[src/rtl/apu_i2s_out.sv]
// APU audio back-end: 32-sample box decimation of the triangle channel into
// signed 16-bit PCM, serialized as a stereo I2S stream with locally divided clocks.
module apu_i2s_out #(
  parameter int BCLK_DIV = 8
) (
  input  logic        clk,
  input  logic        rst_l,
  input  logic        cpu_clk_en,
  input  logic [3:0]  triangle_wave,
  input  logic        mute,
  output logic [15:0] sample_out,
  output logic        sample_valid,
  output logic        i2s_bclk,
  output logic        i2s_lrck,
  output logic        i2s_sdata
);

  localparam int DIV_W = (BCLK_DIV > 2) ? $clog2(BCLK_DIV) : 1;
  localparam logic [DIV_W-1:0] DIV_LAST = DIV_W'(BCLK_DIV - 1);

  logic [8:0]       acc_r;
  logic [4:0]       wcnt_r;
  logic [DIV_W-1:0] div_r;
  logic [5:0]       slot_r;
  logic [15:0]      shadow_r;

  logic [8:0]  sum_s;
  logic [15:0] pcm_s;
  logic        div_tc_s;
  logic        bclk_fall_s;
  logic [5:0]  slot_next_s;
  logic        sdata_next_s;

  // Bit k of a channel slot carries word[16-k] for k in 1..16 (one-bit I2S delay).
  function automatic logic sdata_bit(input logic [15:0] word, input logic [4:0] k);
    logic [3:0] idx;
    begin
      idx = 4'd0 - k[3:0];
      if ((k >= 5'd1) && (k <= 5'd16)) begin
        sdata_bit = word[idx];
      end else begin
        sdata_bit = 1'b0;
      end
    end
  endfunction

  // Window sum, PCM conversion and next-slot serial bit.
  always_comb begin
    sum_s        = acc_r + {5'd0, triangle_wave};
    pcm_s        = {1'b0, sum_s, 6'd0} - 16'd15360;
    div_tc_s     = (div_r == DIV_LAST);
    bclk_fall_s  = div_tc_s & i2s_bclk;
    slot_next_s  = slot_r + 6'd1;
    sdata_next_s = sdata_bit(shadow_r, slot_next_s[4:0]);
  end

  // Box-average accumulator; the 32nd enable of a window publishes the sample.
  always_ff @(posedge clk or negedge rst_l) begin
    if (!rst_l) begin
      acc_r        <= 9'd0;
      wcnt_r       <= 5'd0;
      sample_out   <= 16'd0;
      sample_valid <= 1'b0;
    end else if (cpu_clk_en) begin
      if (wcnt_r == 5'd31) begin
        acc_r        <= 9'd0;
        wcnt_r       <= 5'd0;
        sample_out   <= mute ? 16'd0 : pcm_s;
        sample_valid <= 1'b1;
      end else begin
        acc_r        <= sum_s;
        wcnt_r       <= wcnt_r + 5'd1;
        sample_valid <= 1'b0;
      end
    end else begin
      sample_valid <= 1'b0;
    end
  end

  // Bit-clock divider: toggle bclk every BCLK_DIV system clocks.
  always_ff @(posedge clk or negedge rst_l) begin
    if (!rst_l) begin
      div_r    <= '0;
      i2s_bclk <= 1'b0;
    end else if (div_tc_s) begin
      div_r    <= '0;
      i2s_bclk <= ~i2s_bclk;
    end else begin
      div_r    <= div_r + DIV_W'(1);
      i2s_bclk <= i2s_bclk;
    end
  end

  // Slot/word-select/data advance on falling bclk; frame wrap latches the shadow.
  always_ff @(posedge clk or negedge rst_l) begin
    if (!rst_l) begin
      slot_r    <= 6'd0;
      i2s_lrck  <= 1'b0;
      i2s_sdata <= 1'b0;
      shadow_r  <= 16'd0;
    end else if (bclk_fall_s) begin
      slot_r    <= slot_next_s;
      i2s_lrck  <= slot_next_s[5];
      i2s_sdata <= sdata_next_s;
      if (slot_r == 6'd63) begin
        shadow_r <= sample_out;
      end else begin
        shadow_r <= shadow_r;
      end
    end else begin
      slot_r    <= slot_r;
      i2s_lrck  <= i2s_lrck;
      i2s_sdata <= i2s_sdata;
      shadow_r  <= shadow_r;
    end
  end

endmodule

[config.mk]
export PLATFORM = sky130hd
export DESIGN_NAME = apu_i2s_out
export DESIGN_NICKNAME = d
export VERILOG_FILES = /design/src/rtl/apu_i2s_out.sv
export SDC_FILE = /design/constraint.sdc
export NUM_CORES = 1
export LEC_CHECK = 0
export CAP_MARGIN = 20
export CORE_ASPECT_RATIO = 0.9
export CORE_MARGIN = 5
export CORE_UTILIZATION = 50
export CTS_CLUSTER_SIZE = 25
export DETAILED_ROUTE_END_ITERATION = 12
export HOLD_SLACK_MARGIN = 0.05
export PLACE_DENSITY_LB_ADDON = 0.15
export SLEW_MARGIN = 5
export SYNTH_ARGS = -nofsm -noshare
export SYNTH_HDL_FRONTEND = slang
export SYNTH_SLANG_ARGS = --single-unit
export TNS_END_PERCENT = 50
[constraint.sdc]
create_clock -name clk -period 6.4 [get_ports clk]
set_input_delay 1.28 -clock clk [delete_from_list [all_inputs] [get_ports clk]]
set_output_delay 1.28 -clock clk [all_outputs]
set_load 0.01 [all_outputs]
==> results of run 1 <==
[worst max-delay path: cells and delay by family]
family          cells  cell delay, ns
buf+inv             1            0.40
xor+xnor            2            0.31
simple gates        2            0.27
fa+ha+maj           3            0.90
compound gates      2            0.53
[metal layers]
| metal | global-route usage | part of all wire | wire [um] |
|---|---|---|---|
| met1 | 0.1912 | 0.49 | 2117 |
| met2 | 0.2252 | 0.46 | 1955 |
| met3 | 0.04108 | 0.041 | 174 |
| met4 | 0.05392 | 0.0084 | 36 |
| met5 | 0 | 0 | 0 |
[registers in the layout, indices dropped and copies added, names as in the netlist]
signal	flops
sample_out	10
shadow_r	10
acc_r	9
slot_r	5
wcnt_r	5
div_r	3
i2s_bclk	1
i2s_lrck	1
i2s_sdata	1
sample_valid	1
[area by class of cell]
cell class              count  area (um^2)
well taps                  65        81.33
flip-flops and latches     46         1151
repair buffers             22        225.2
fillers                   414         2007
multi-input cells         147         1144
clock buffers               6        72.57
inverters                  15        56.30
clock inverters             2        37.54
[where the power goes]
group | switching [W] | total [W] | internal (W)
Combinational | 0.000164 | 0.000322 | 0.000159
Sequential | 0.0000516 | 0.000401 | 0.000349
Clock | 0.0000978 | 0.000214 | 0.000117
[synth_stat cells, drive strengths merged (2+ instances only)]
cell type and instances:
dfrtp 46, inv 15, nand2 15, mux2 12, o21ai 12, ha 11
nor2 11, xnor2 11, buf 10, o22ai 8, clkbuf 7, nand2b 6
nand3 6, a22o 5, xor2 5, a21oi 4, a211oi 3, and3 3
nand3b 3, o211ai 3, a31oi 2, and2 2, mux2i 2, mux4 2
nand4 2, nor3b 2, o31ai 2
[cell families (layout without fill, tap and decap cells)]
group | after synthesis | count (layout) | share of synthesized area
simple gates | 54 | 54 | 0.1275
flops | 46 | 46 | 0.4750
compound gates | 43 | 43 | 0.1265
buf+inv | 32 | 45 | 0.06092
xor+xnor | 16 | 16 | 0.06092
mux | 16 | 16 | 0.08260
fa+ha+maj | 12 | 12 | 0.06505
other cells | 1 | 6 | 0.001547
[how the worst max path moves through the flow]
stage,start,endpoint,slack [ns],cells after the start
finish,triangle_wave[0],sample_out[14]$_DFFE_PN0P_,2.91,10
global route,triangle_wave[0],sample_out[14]$_DFFE_PN0P_,2.78,10
CTS,triangle_wave[0],sample_out[14]$_DFFE_PN0P_,2.91,10
detailed placement,triangle_wave[0],sample_out[14]$_DFFE_PN0P_,2.58,10
global placement,triangle_wave[0],sample_out[14]$_DFFE_PN0P_,2.61,10
floorplan,triangle_wave[0],sample_out[14]$_DFFE_PN0P_,3.12,9
[metrics by stage]
stage	cells	utilization	hold slack (ns)	power (W)
after floorplan	225	-	0.4031	0.0006261
after global placement	294	0.5524	0.4196	0.0007246
after detailed placement	294	0.5524	0.4168	0.0007291
after CTS	302	0.5755	0.4285	0.0009467
after global routing	303	0.5797	0.4446	0.001009
final	303	0.5797	0.4259	0.0009375
==> metrics.yaml, run 1 <==
timing:
  period_needed_ns: 3.494
  fin_tns_setup_ns: 0
  slew_headroom: 0.5889
  fmax_mhz: 286.2
  hold_violations: 0
  skew_ns: 0.002656
  maxSlewViolCount: 0
  grt_setup_unrepaired: "no"
  setup_viol: 0
  layout_setup_ws_ns: 2.906
  worstMarginPinSlew_ns: 0.6147
  finalCritPeriodShare: 0.5460
placed_design:
  dp_hpwl_um: 3035
  portBuffers: 21
  pre_cts_ws_ns: 2.584
  routabilityCongestion: 0.7815
  placed_cell_area_um2: 2638
synth:
  synth.distinct_cells: 45
  yosysWarnings: 0
  async_reset_ff_frac: 1.000
  synth_seq_cells: 46
  ys_top_cells_by_area: "dfrtp_1, ha_1, mux2_2"
  yosysTopAreaCell: "dfrtp_1"
  syn-instance-count: 220
  avgSynthCellArea_um2: 11.02
  synth-seq-area-share: 0.4750
  synth_edf_count: 0
  synth_top_area_frac: 0.4750
  synth_ff_type: "dfrtp_1"
  synth_area_um2: 2424
setup_path:
  cpMostUsedCell: "ha_1"
  end_kind: "flip-flop"
  path_max_fanout: 3
  cp-start-kind: "input pin"
  path_class: "input pin to flip-flop"
  max_stage_delay_ns: 0.43
  arrival_ns: 3.69
  worst-r2r-cell-count: 9
  timing.rr.end: "sample_out[14]$_DFFE_PN0P_"
  rrSetupSlack_ns: 3.93
  critPathRequiredTime_ns: 6.59
  crit_path_cell_trace: "clkdlybuf4s50_1 > ha_1 > fa_1 > a211oi_2 > nor2_2 > xnor2_1 > ha_1 > nor3b_2 > xor2_1 > a22o_1"
  rr_startpoint: "acc_r[0]$_DFFE_PN0P_"
  critPathSlowestCell: "fa_1"
clock_network:
  cts_buffers: 5
  clock-sinks: 46
  root_buffer: "clkbuf_8"
  cts_resized: 0
  ctsHtreeMaxLevel: 2
  cts_setup_buffers: 0
  clk_latency_ns: 0.29
  clk_path_buf_depth: 2
  tritoncts: "built"
  postCtsHoldBufs: 0
  clk_pin_slew_ns: 0.09
route:
  drc: 0
  wirelength_um: 4284
  vias_per_cell: 5.188
  drt_iter0_drc: 51
  first_pass_iters: 4
  detailroute.via_count: 1572
  post_drt_wl_per_cell_um: 14.14
  ant_nets: 0
grt:
  grt_max_degree: 47
  first_global_vias: 1493
  grt_pass1_wl_um: 7314
  track_usage: 0.1443
  antenna_found_initial: 0
  grt_overflow_total: 0
floorplan:
  die_h_um: 76.05
  boundaryPins: 28
  rows: 24
  coreArea_um2: 4775
  fp.dieW_um: 83.39
  initial_core_util: 0.5076
  fp.dieArea_um2: 6341
min_path:
  hp-class: "flip-flop to flip-flop"
  min_to: "div_r[0]$_DFF_PN0_"
  hp-start: "div_r[0]$_DFF_PN0_"
  holdPathStages: 1
power:
  power-per-cell-area_nw_per_um2: 338.7
  ir_worst_vdd_mv: 0.2300
  leakagePower_nw: 1.262
status:
  outcome: "complete, no violations"
layout:
  area_growth_pct: 14.20
  most-common-layout-cells: "dfrtp_1, clkdlybuf4s50_1, nand2_1"
  final_common_cell: "dfrtp_1"
  antennaDiodeCount: 0
  layout.nets: 257
  final_cell_area_um2: 2768
  drive_gt1_frac: 0.1429
job:
  cap_violations: 0
Note: power is estimated with default switching activity, not from simulation.
==> run 2, diff against run 1 <==
- clock period: 6.4 -> 3 ns (I/O delays scaled with it)
==> run 2 against run 1 <==
  * Register-to-register slack got worse by 3.3 ns
  * Worst hold slack got worse by 0.26 ns
  * Routed wire length barely moved
  * Highest routed layer unchanged
  * Worst setup slack got worse by 2.6 ns
  * Count of clock-buffer cells in the layout fell by 1
  * Critical endpoint unchanged
  * Clock skew rose by 0.0071 ns
  * Combinational power rose by 140%
  * Final area rose by 1.8%
  * Clock power rose by 81%
  * Largest cell class unchanged
==> metrics.yaml, run 2 (synthesis gave the netlist of run 1 again) <==
status:
  outcome: "complete, no violations"
timing:
  hold_violations: 0
  fmax_mhz: 367.2
  setup_viol: 0
  period_needed_ns: 2.724
  finalCritPeriodShare: 0.9079
  maxSlewViolCount: 0
  grt_setup_unrepaired: "no"
  skew_ns: 0.009772
floorplan:
  boundaryPins: 28
  initial_core_util: 0.5076
  fp.dieArea_um2: 6341
  fp.dieW_um: 83.39
  coreArea_um2: 4775
  rows: 24
  die_h_um: 76.05
layout:
  final_common_cell: "dfrtp_1"
  final_cell_area_um2: 2818
  utilization: 0.5901
  layout.nets: 266
  most-common-layout-cells: "dfrtp_1, clkdlybuf4s50_1, nand2_1"
  antennaDiodeCount: 0
  area_growth_pct: 16.26
  reg.largest.list: "sample_out: 10 flops, shadow_r: 10 flops, acc_r: 9 flops"
  drive_gt1_frac: 0.1781
route:
  first_pass_iters: 4
  detailroute.via_count: 1640
  post_drt_wl_per_cell_um: 13.73
  drc: 0
  wirelength_um: 4285
  vias_per_cell: 5.256
  drt_iter0_drc: 45
  ant_nets: 0
clock_network:
  postCtsHoldBufs: 0
  clk_path_buf_depth: 2
  clock-sinks: 46
  clk_pin_slew_ns: 0.09
  cts_resized: 0
  ctsHtreeMaxLevel: 2
  root_buffer: "clkbuf_8"
  clk_latency_ns: 0.30
  cts_buffers: 5
  tritoncts: "built"
  cts_setup_buffers: 0
setup_path:
  worst-r2r-cell-count: 9
  cp-start-kind: "input pin"
  path_max_fanout: 2
  end_kind: "flip-flop"
  arrival_ns: 2.93
  critPathRequiredTime_ns: 3.20
  path_class: "input pin to flip-flop"
grt:
  grt_max_degree: 47
  grt_overflow_total: 0
  antenna_found_initial: 0
  grt_pass1_wl_um: 7389
  first_global_vias: 1546
  track_usage: 0.1453
job:
  cap_violations: 0
power:
  combPwrFrac: 0.388
  switching_share: 0.3474
  clockPowerShare: 0.192
  ir_worst_vdd_mv: 0.4150
  switchingPower_w: 0.0007036
  leakagePower_nw: 1.295
  p_int_w: 0.001322
  power-per-cell-area_nw_per_um2: 718.8
  seqPwrFrac: 0.420
placed_design:
  routabilityCongestion: 0.8038
  placed_cell_area_um2: 2705
  dp_hpwl_um: 3110
  portBuffers: 21
min_path:
  hp-class: "input pin to async pin"
-- run 2: cell types whose count changed in the layout (fill, tap and decap cells not counted) --
cell | before | now
bufinv_16 | 1 | 0
buf_4 | 0 | 9
clkbuf_1 | 1 | 0
clkinvlp_4 | 1 | 2
inv_6 | 0 | 1
-- run 2: stage by stage --
stage | hold WS (ns) | setup TNS [ns] | power (W) | worst slack, ns | instances
after CTS | 0.4424 | 0 | 0.002052 | 0.2845 | 311
after detailed placement | 0.4312 | -0.05296 | 0.001652 | -0.05296 | 303
final | 0.1619 | 0 | 0.002026 | 0.2764 | 312
after global routing | 0.1733 | 0 | 0.002185 | 0.1745 | 312
after global placement | 0.4192 | -0.01081 | 0.001633 | -0.01081 | 303
after floorplan | 0.3044 | 0 | 0.001336 | 0.3954 | 225
-- run 2: final timing paths --
check | startpoint | slack, ns | endpoint
hold / removal | rst_l | 0.16 | shadow_r[11]$_DFFE_PN0P_
setup / recovery | triangle_wave[0] | 0.28 | sample_out[14]$_DFFE_PN0P_
hold reg to reg | div_r[0]$_DFF_PN0_ | 0.44 | div_r[0]$_DFF_PN0_
max in group asynchronous | rst_l | 2.36 | acc_r[6]$_DFFE_PN0P_
min in group clk | div_r[0]$_DFF_PN0_ | 0.44 | div_r[0]$_DFF_PN0_
setup reg to reg | acc_r[0]$_DFFE_PN0P_ | 0.61 | sample_out[14]$_DFFE_PN0P_
-- run 2: critical path, stage by stage --
cell	delay, ns
clkdlybuf4s50_1	0.40
ha_1	0.23
fa_1	0.42
a211oi_2	0.30
nor2_2	0.08
xnor2_1	0.15
ha_1	0.21
nor3b_2	0.16
xor2_1	0.17
a22o_1	0.20
-- run 2: power groups by stage --
stage               registers [W]  clock network [W]  logic [W]
finish                   0.000851           0.000388   0.000786
global route             0.000872           0.000436   0.000878
CTS                      0.000853           0.000406   0.000793
detailed placement       0.000863                  0   0.000789
global placement         0.000862                  0   0.000771
floorplan                0.000856                  0   0.000480
-- run 2: cell type report --
cell class	instances	area [um^2]
Fill cell	416	1957
Sequential cell	46	1151
Multi-Input combinational cell	147	1144
Timing Repair Buffer	31	292.8
Tap cell	65	81.33
Clock buffer	5	68.82
Inverter	15	56.30
Clock inverter	3	23.77
-- run 2: routing by layer --
metal / share of wire / wire length [um] / up-vias / global-route usage
met4: 0.018 / 77 / 0 / 0.05882
met3: 0.036 / 155 / 8 / 0.03243
met1: 0.47 / 2013 / 803 / 0.1964
li1: - / - / 805 / -
met5: 0 / 0 / - / 0
met2: 0.48 / 2039 / 24 / 0.2268
